===== config.mk =====
export PLATFORM = sky130hd
export DESIGN_NAME = hs_tx_stream
export DESIGN_NICKNAME = d
export VERILOG_FILES = /design/src/rtl/hs_tx_stream_pkg.sv /design/src/rtl/hs_tx_stream_sync_3ff.sv /design/src/rtl/hs_tx_stream.sv
export SDC_FILE = /design/constraint.sdc
export NUM_CORES = 1
export LEC_CHECK = 0
export ABC_CLOCK_PERIOD_IN_PS = 2100
export BUFFER_PORTS_ARGS = -buffer_cell sky130_fd_sc_hd__clkbuf_2
export CORE_UTILIZATION = 56
export CTS_CLUSTER_DIAMETER = 60
export DETAILED_ROUTE_END_ITERATION = 10
export PLACE_DENSITY = 0.77
export SYNTH_ARGS = -nofsm -noshare
export SYNTH_HDL_FRONTEND = slang
export SYNTH_SLANG_ARGS = --single-unit

===== constraint.sdc =====
create_clock -name clk_a -period 2.1 [get_ports clk_a]
set_input_delay 0.105 -clock clk_a [delete_from_list [all_inputs] [get_ports clk_a]]
set_output_delay 0.105 -clock clk_a [all_outputs]
set_load 0.05 [all_outputs]

===== src/rtl/hs_tx_stream_pkg.sv =====
// Shared state type and default parameters for the hs_tx_stream request/ack source.
package hs_pkg;
  typedef enum logic [1:0] {
    ST_IDLE  = 2'd0,
    ST_SETUP = 2'd1,
    ST_REQ   = 2'd2,
    ST_GAP   = 2'd3
  } hs_tx_state_t;

  localparam int HS_DW      = 4;
  localparam int HS_DEPTH   = 4;
  localparam int HS_GAP     = 4;
  localparam int HS_TIMEOUT = 64;
endpackage


===== src/rtl/hs_tx_stream_sync_3ff.sv =====
// Three-flop synchronizer for the clk_b ack level; s2/s3 exposed for edge detection.
module hs_sync_3ff (
  input  logic clk_a,
  input  logic rst_n,
  input  logic d,
  output logic s2,
  output logic s3
);
  logic s1_q, s2_q, s3_q;

  always_ff @(posedge clk_a or negedge rst_n) begin
    if (!rst_n) begin
      s1_q <= 1'b0;
      s2_q <= 1'b0;
      s3_q <= 1'b0;
    end else begin
      s1_q <= d;
      s2_q <= s1_q;
      s3_q <= s2_q;
    end
  end

  assign s2 = s2_q;
  assign s3 = s3_q;
endmodule


===== src/rtl/hs_tx_stream.sv =====
// Source side of the clk_a->clk_b req/ack crossing: FIFO, hold-stable data bus, level data_req.
// Optional REQ timeout/retry enabled by defining HS_TX_STREAM_TIMEOUT_EN.
module hs_tx_stream
  import hs_pkg::*;
#(
  parameter int DW      = HS_DW,
  parameter int DEPTH   = HS_DEPTH,
  parameter int GAP     = HS_GAP,
  parameter int TIMEOUT = HS_TIMEOUT
) (
  input  logic                     clk_a,
  input  logic                     rst_n,
  input  logic                     in_valid,
  input  logic [DW-1:0]            in_data,
  output logic                     in_ready,
  input  logic                     data_ack,
  output logic [DW-1:0]            data,
  output logic                     data_req,
  output logic [$clog2(DEPTH):0]   fifo_level,
  output logic                     busy,
  output logic                     timeout_err
);
  localparam int AW = $clog2(DEPTH);
  localparam int GW = (GAP > 1) ? $clog2(GAP) : 1;
  localparam logic [GW-1:0] GAP_LOAD = GW'(GAP - 1);

  logic [DW-1:0] mem_q [DEPTH];
  logic [AW:0]   wr_ptr_q, wr_ptr_d, rd_ptr_q;
  logic          fifo_empty, fifo_full, push;

  hs_tx_state_t  state_q;
  logic [DW-1:0] data_q;
  logic          data_req_q;
  logic [GW-1:0] gap_cnt_q;
  logic          ack_s2, ack_s3, ack_rise;

  // Extra wrap bit distinguishes full from empty when the indexes coincide.
  assign fifo_empty = (wr_ptr_q == rd_ptr_q);
  assign fifo_full  = (wr_ptr_q[AW-1:0] == rd_ptr_q[AW-1:0]) && (wr_ptr_q[AW] != rd_ptr_q[AW]);
  assign fifo_level = wr_ptr_q - rd_ptr_q;
  assign in_ready   = !fifo_full;
  assign push       = in_valid && !fifo_full;
  assign wr_ptr_d   = push ? wr_ptr_q + (AW+1)'(1) : wr_ptr_q;

  always_ff @(posedge clk_a) begin
    if (push) begin
      mem_q[wr_ptr_q[AW-1:0]] <= in_data;
    end
  end

  always_ff @(posedge clk_a or negedge rst_n) begin
    if (!rst_n) begin
      wr_ptr_q <= '0;
    end else begin
      wr_ptr_q <= wr_ptr_d;
    end
  end

  hs_sync_3ff u_ack_sync (
    .clk_a (clk_a),
    .rst_n (rst_n),
    .d     (data_ack),
    .s2    (ack_s2),
    .s3    (ack_s3)
  );

  assign ack_rise = ack_s2 & ~ack_s3;

`ifdef HS_TX_STREAM_TIMEOUT_EN
  localparam int TW = (TIMEOUT > 1) ? $clog2(TIMEOUT) : 1;
  localparam logic [TW-1:0] TMO_LAST = TW'(TIMEOUT - 1);
  logic [TW-1:0] tmo_cnt_q;
  logic          retry_q;
  logic          timeout_err_q;
  assign timeout_err = timeout_err_q;
`else
  assign timeout_err = 1'b0;
`endif

  always_ff @(posedge clk_a or negedge rst_n) begin
    if (!rst_n) begin
      state_q    <= ST_IDLE;
      data_q     <= '0;
      data_req_q <= 1'b0;
      gap_cnt_q  <= '0;
      rd_ptr_q   <= '0;
`ifdef HS_TX_STREAM_TIMEOUT_EN
      tmo_cnt_q     <= '0;
      retry_q       <= 1'b0;
      timeout_err_q <= 1'b0;
`endif
    end else begin
      case (state_q)
        ST_IDLE: begin
          // The only point where the data bus is allowed to change.
          if (!fifo_empty) begin
            data_q   <= mem_q[rd_ptr_q[AW-1:0]];
            rd_ptr_q <= rd_ptr_q + (AW+1)'(1);
            state_q  <= ST_SETUP;
          end
        end
        ST_SETUP: begin
          data_req_q <= 1'b1;
          state_q    <= ST_REQ;
`ifdef HS_TX_STREAM_TIMEOUT_EN
          tmo_cnt_q  <= '0;
`endif
        end
        ST_REQ: begin
          if (ack_rise) begin
            data_req_q <= 1'b0;
            gap_cnt_q  <= GAP_LOAD;
            state_q    <= ST_GAP;
`ifdef HS_TX_STREAM_TIMEOUT_EN
            retry_q    <= 1'b0;
          end else if (tmo_cnt_q == TMO_LAST) begin
            data_req_q    <= 1'b0;
            gap_cnt_q     <= GAP_LOAD;
            state_q       <= ST_GAP;
            retry_q       <= 1'b1;
            timeout_err_q <= 1'b1;
          end else begin
            tmo_cnt_q <= tmo_cnt_q + TW'(1);
`endif
          end
        end
        ST_GAP: begin
          if (gap_cnt_q == '0) begin
`ifdef HS_TX_STREAM_TIMEOUT_EN
            // A timed-out word is re-requested without popping a new one.
            if (retry_q) begin
              retry_q <= 1'b0;
              state_q <= ST_SETUP;
            end else begin
              state_q <= ST_IDLE;
            end
`else
            state_q <= ST_IDLE;
`endif
          end else begin
            gap_cnt_q <= gap_cnt_q - GW'(1);
          end
        end
        default: state_q <= ST_IDLE;
      endcase
    end
  end

  assign data     = data_q;
  assign data_req = data_req_q;
  assign busy     = (state_q != ST_IDLE) || !fifo_empty;
endmodule


==> results.sh <==
export IMPL_fp_dieArea_mm2=0.00300
export IMPL_cts_path_max_buffers=2
export IMPL_r2r_cells=5
export IMPL_ys_types=28
export IMPL_drive_above_1_share=0.314
export IMPL_ys_seq_area_frac=0.597
export IMPL_ant_nets=0
export IMPL_holdCritStartpoint="in_valid"
export IMPL_avgRoutedWirePerCell_um=15.6
export IMPL_wirelength_um=2600
export IMPL_period_share=0.957
export IMPL_die_h_um=54.8
export IMPL_grt_use_total=0.219
export IMPL_arrival_ps=1900
export IMPL_setup_viol=0
export IMPL_grt_pass1_wl_um=4220
export IMPL_fin_crit_ps=2010
export IMPL_setup_tns_ps=0
export IMPL_fmax_mhz=498
export IMPL_hold_viol_final=0
export IMPL_ios=19
export IMPL_ys_ff_latch=34
export IMPL_cts_tree="done"
export IMPL_drt_first_pass_iters=4
export IMPL_hold_depth=3
export IMPL_worst_path_buf_inv=2
export IMPL_syn_to_final_growth_pct=16.3
export IMPL_synthCells=106
export IMPL_crit_path_cell_trace="inv_1 -> ha_1 -> fa_1 -> xnor2_1 -> clkbuf_2"
export IMPL_root_buffer="clkbuf_4"
export IMPL_status="finished, final reports clean"
export IMPL_htreeDepth=2
export IMPL_post_synth_cell_area_avg_um2=14.7
export IMPL_first_global_vias=941
export IMPL_path_max_fanout=4
export IMPL_slew_viol_final=0
export IMPL_core_area_mm2=0.00254
export IMPL_slowest_delay_ps=380
export IMPL_endpoint_kind="output port"
export IMPL_diodes=0
export IMPL_fillers=186
export IMPL_cts_buffers=5
export IMPL_std_cell_rows=18
export IMPL_place_port_buffers=17
export IMPL_clkLatencyLatePin_ps=340
export IMPL_numClockSinks=34
export IMPL_post_cts_resized=0
export IMPL_holdWs_ps=181
export IMPL_start_util=0.613
export IMPL_initialDrtViolationCount=7
export IMPL_cpLargestDelayFamily="adder cells"
export IMPL_drc=0
export IMPL_placed_cell_area_mm2=0.00168
export IMPL_layout_nets=157
export IMPL_syn_nets=127
export IMPL_holdPathEnd="wr_ptr_q[0]"
export IMPL_vias_per_cell=5.26
export IMPL_grt_ovfl_total=0
export IMPL_cts_setup_buffers=0
export IMPL_vias=878
export IMPL_critPathKind="reg2out"
export IMPL_antenna_found_initial=0
export IMPL_fin_area_mm2=0.00181
export IMPL_synth_area_top_cells="edfxtp_1 (31%), dfrtp_1 (29%), ha_1 (9.6%), mux4_2 (5.8%), mux2_2 (4.3%)"
export IMPL_synth_area_mm2=0.00156
export IMPL_worstHoldPathType="in2reg"
export IMPL_synth_top_area_share=0.308
export IMPL_rsz0062_at_grt="no"
export IMPL_fp_dieW_um=54.8
export IMPL_reg2reg_slack_ps=340
export IMPL_critPathLaunchType="flop"
export IMPL_rr_endpoint="data[2]"
export IMPL_hpwl_um=1870
export IMPL_grt_max_degree=19
export IMPL_drv_cap=0
export IMPL_cp_required_ps=2000
export IMPL_synth_warnings=0
export IMPL_gp_congestion=0.754
export IMPL_cp_slowest_cell="dfrtp_1"
export IMPL_skew_ps=18.5
export IMPL_r2r_start="wr_ptr_q[0]"
export IMPL_yosys_area_top_type="edfxtp_1"
export IMPL_cts_clk_slew_worst_paths_ps=90
[cells in the mapped netlist]
cell type  instances
mux4_2             4
o21ai_2            1
nand2_1            5
inv_1             11
edfxtp_1          16
a31o_2             1
a22oi_1            1
xnor2_1            4
a2bb2oi_1          2
buf_6              1
buf_4              1
nand3_1            2
ha_1              12
dfrtp_1           18
fa_1               1
and2_2             3
and2_4             1
nand2b_1           1
o21ai_0            1
o21a_2             1
mux2_2             6
xor2_1             3
mux2_4             1
o21a_1             1
nor2_1             4
a21oi_1            2
conb_1             1
nand4_1            1
[layer usage]
metal  global-route usage  up-vias  wire, um
li1                     -      426         -
met1                0.274      429      1220
met2                0.335       17      1260
met3               0.0611        6        77
met4                0.132        0        42
met5                    0        -         0
[worst register-to-register path, delay by kind of cell (launching register included)]
kind | cells | cell delay, ps
multiplexers | 1 | 390
AND/OR/NAND/NOR | 1 | 90
AO/OA/AOI/OAI | 1 | 340
buffers and inverters | 1 | 100
adder cells (fa/ha/maj) | 1 | 360
flip-flops | 1 | 380
[through the flow]
stage | setup slack [ps] | cells | util
3_5_place_dp | 352 | 153 | 0.660
4_1_cts | 80.7 | 167 | 0.713
5_1_grt | 2.39 | 167 | 0.713
2_1_floorplan | 36.8 | 106 | -
6_report | 90.4 | 167 | 0.713
3_3_place_gp | 423 | 153 | 0.660
[state kept, by name, summed over array words and instances, names as in the netlist]
| register | count |
|---|---|
| wr_ptr_q | 3 |
| gap_cnt_q | 2 |
| data_req | 1 |
| data | 4 |
| state_q | 2 |
| u_ack_sync.s3 | 1 |
| u_ack_sync.s1_q | 1 |
| rd_ptr_q | 3 |
| u_ack_sync.s2 | 1 |
| mem_q | 16 |
[layout by cell type (no fill, tap or decap), drive strengths merged]
| cell type | n |
|---|---|
| a31o | 1 |
| buf | 2 |
| mux4 | 4 |
| fa | 1 |
| and2 | 4 |
| inv | 11 |
| nand2 | 5 |
| xnor2 | 4 |
| nand4 | 1 |
| a21oi | 2 |
| mux2 | 7 |
| xor2 | 3 |
| nand3 | 2 |
| dfrtp | 18 |
| o21a | 2 |
| dlygate4sd3 | 6 |
| a2bb2oi | 2 |
| bufinv | 1 |
| ha | 12 |
| nor2 | 4 |
| conb | 1 |
| o21ai | 2 |
| nand2b | 1 |
| edfxtp | 16 |
| a22oi | 1 |
| clkbuf | 24 |
[repair_timing]
action	in CTS	in global routing
hold buffers	6	0
setup endpoints to repair	0	0
hold endpoints to repair	35	0
[worst max path at each step]
stage | start | end | slack (ps) | cells after the start
floorplan | rd_ptr_q[1] | state_q[1] | 40 | 5
global placement | wr_ptr_q[0] | data[3] | 420 | 5
detailed placement | wr_ptr_q[0] | data[0] | 350 | 5
CTS | wr_ptr_q[0] | fifo_level[2] | 80 | 5
global route | wr_ptr_q[0] | fifo_level[2] | 2 | 5
finish | wr_ptr_q[0] | fifo_level[2] | 90 | 5
[cells by family after synthesis]
group	synth area share
buffers and inverters	0.0385
DFF	0.597
AOI/OAI and AO/OA	0.0473
muxes	0.111
and+or+nand+nor	0.0561
xor gates and xnor gates	0.0393
other	0.00240
adders and majority gates	0.109
[layout make-up]
class                   instances  area (um^2)  share of cell area
well taps                      30         37.5              0.0207
multi-input cells              59          569               0.314
repair buffers                 25          160              0.0883
inverters                      11         41.3              0.0228
clock buffers                   7         45.0              0.0248
flip-flops and latches         34          931               0.513
clock inverters                 1         30.0              0.0166
Power is left out: the tool's default activity adds up to more than one toggle a clock period on the data nets, which glitch-free logic cannot reach.
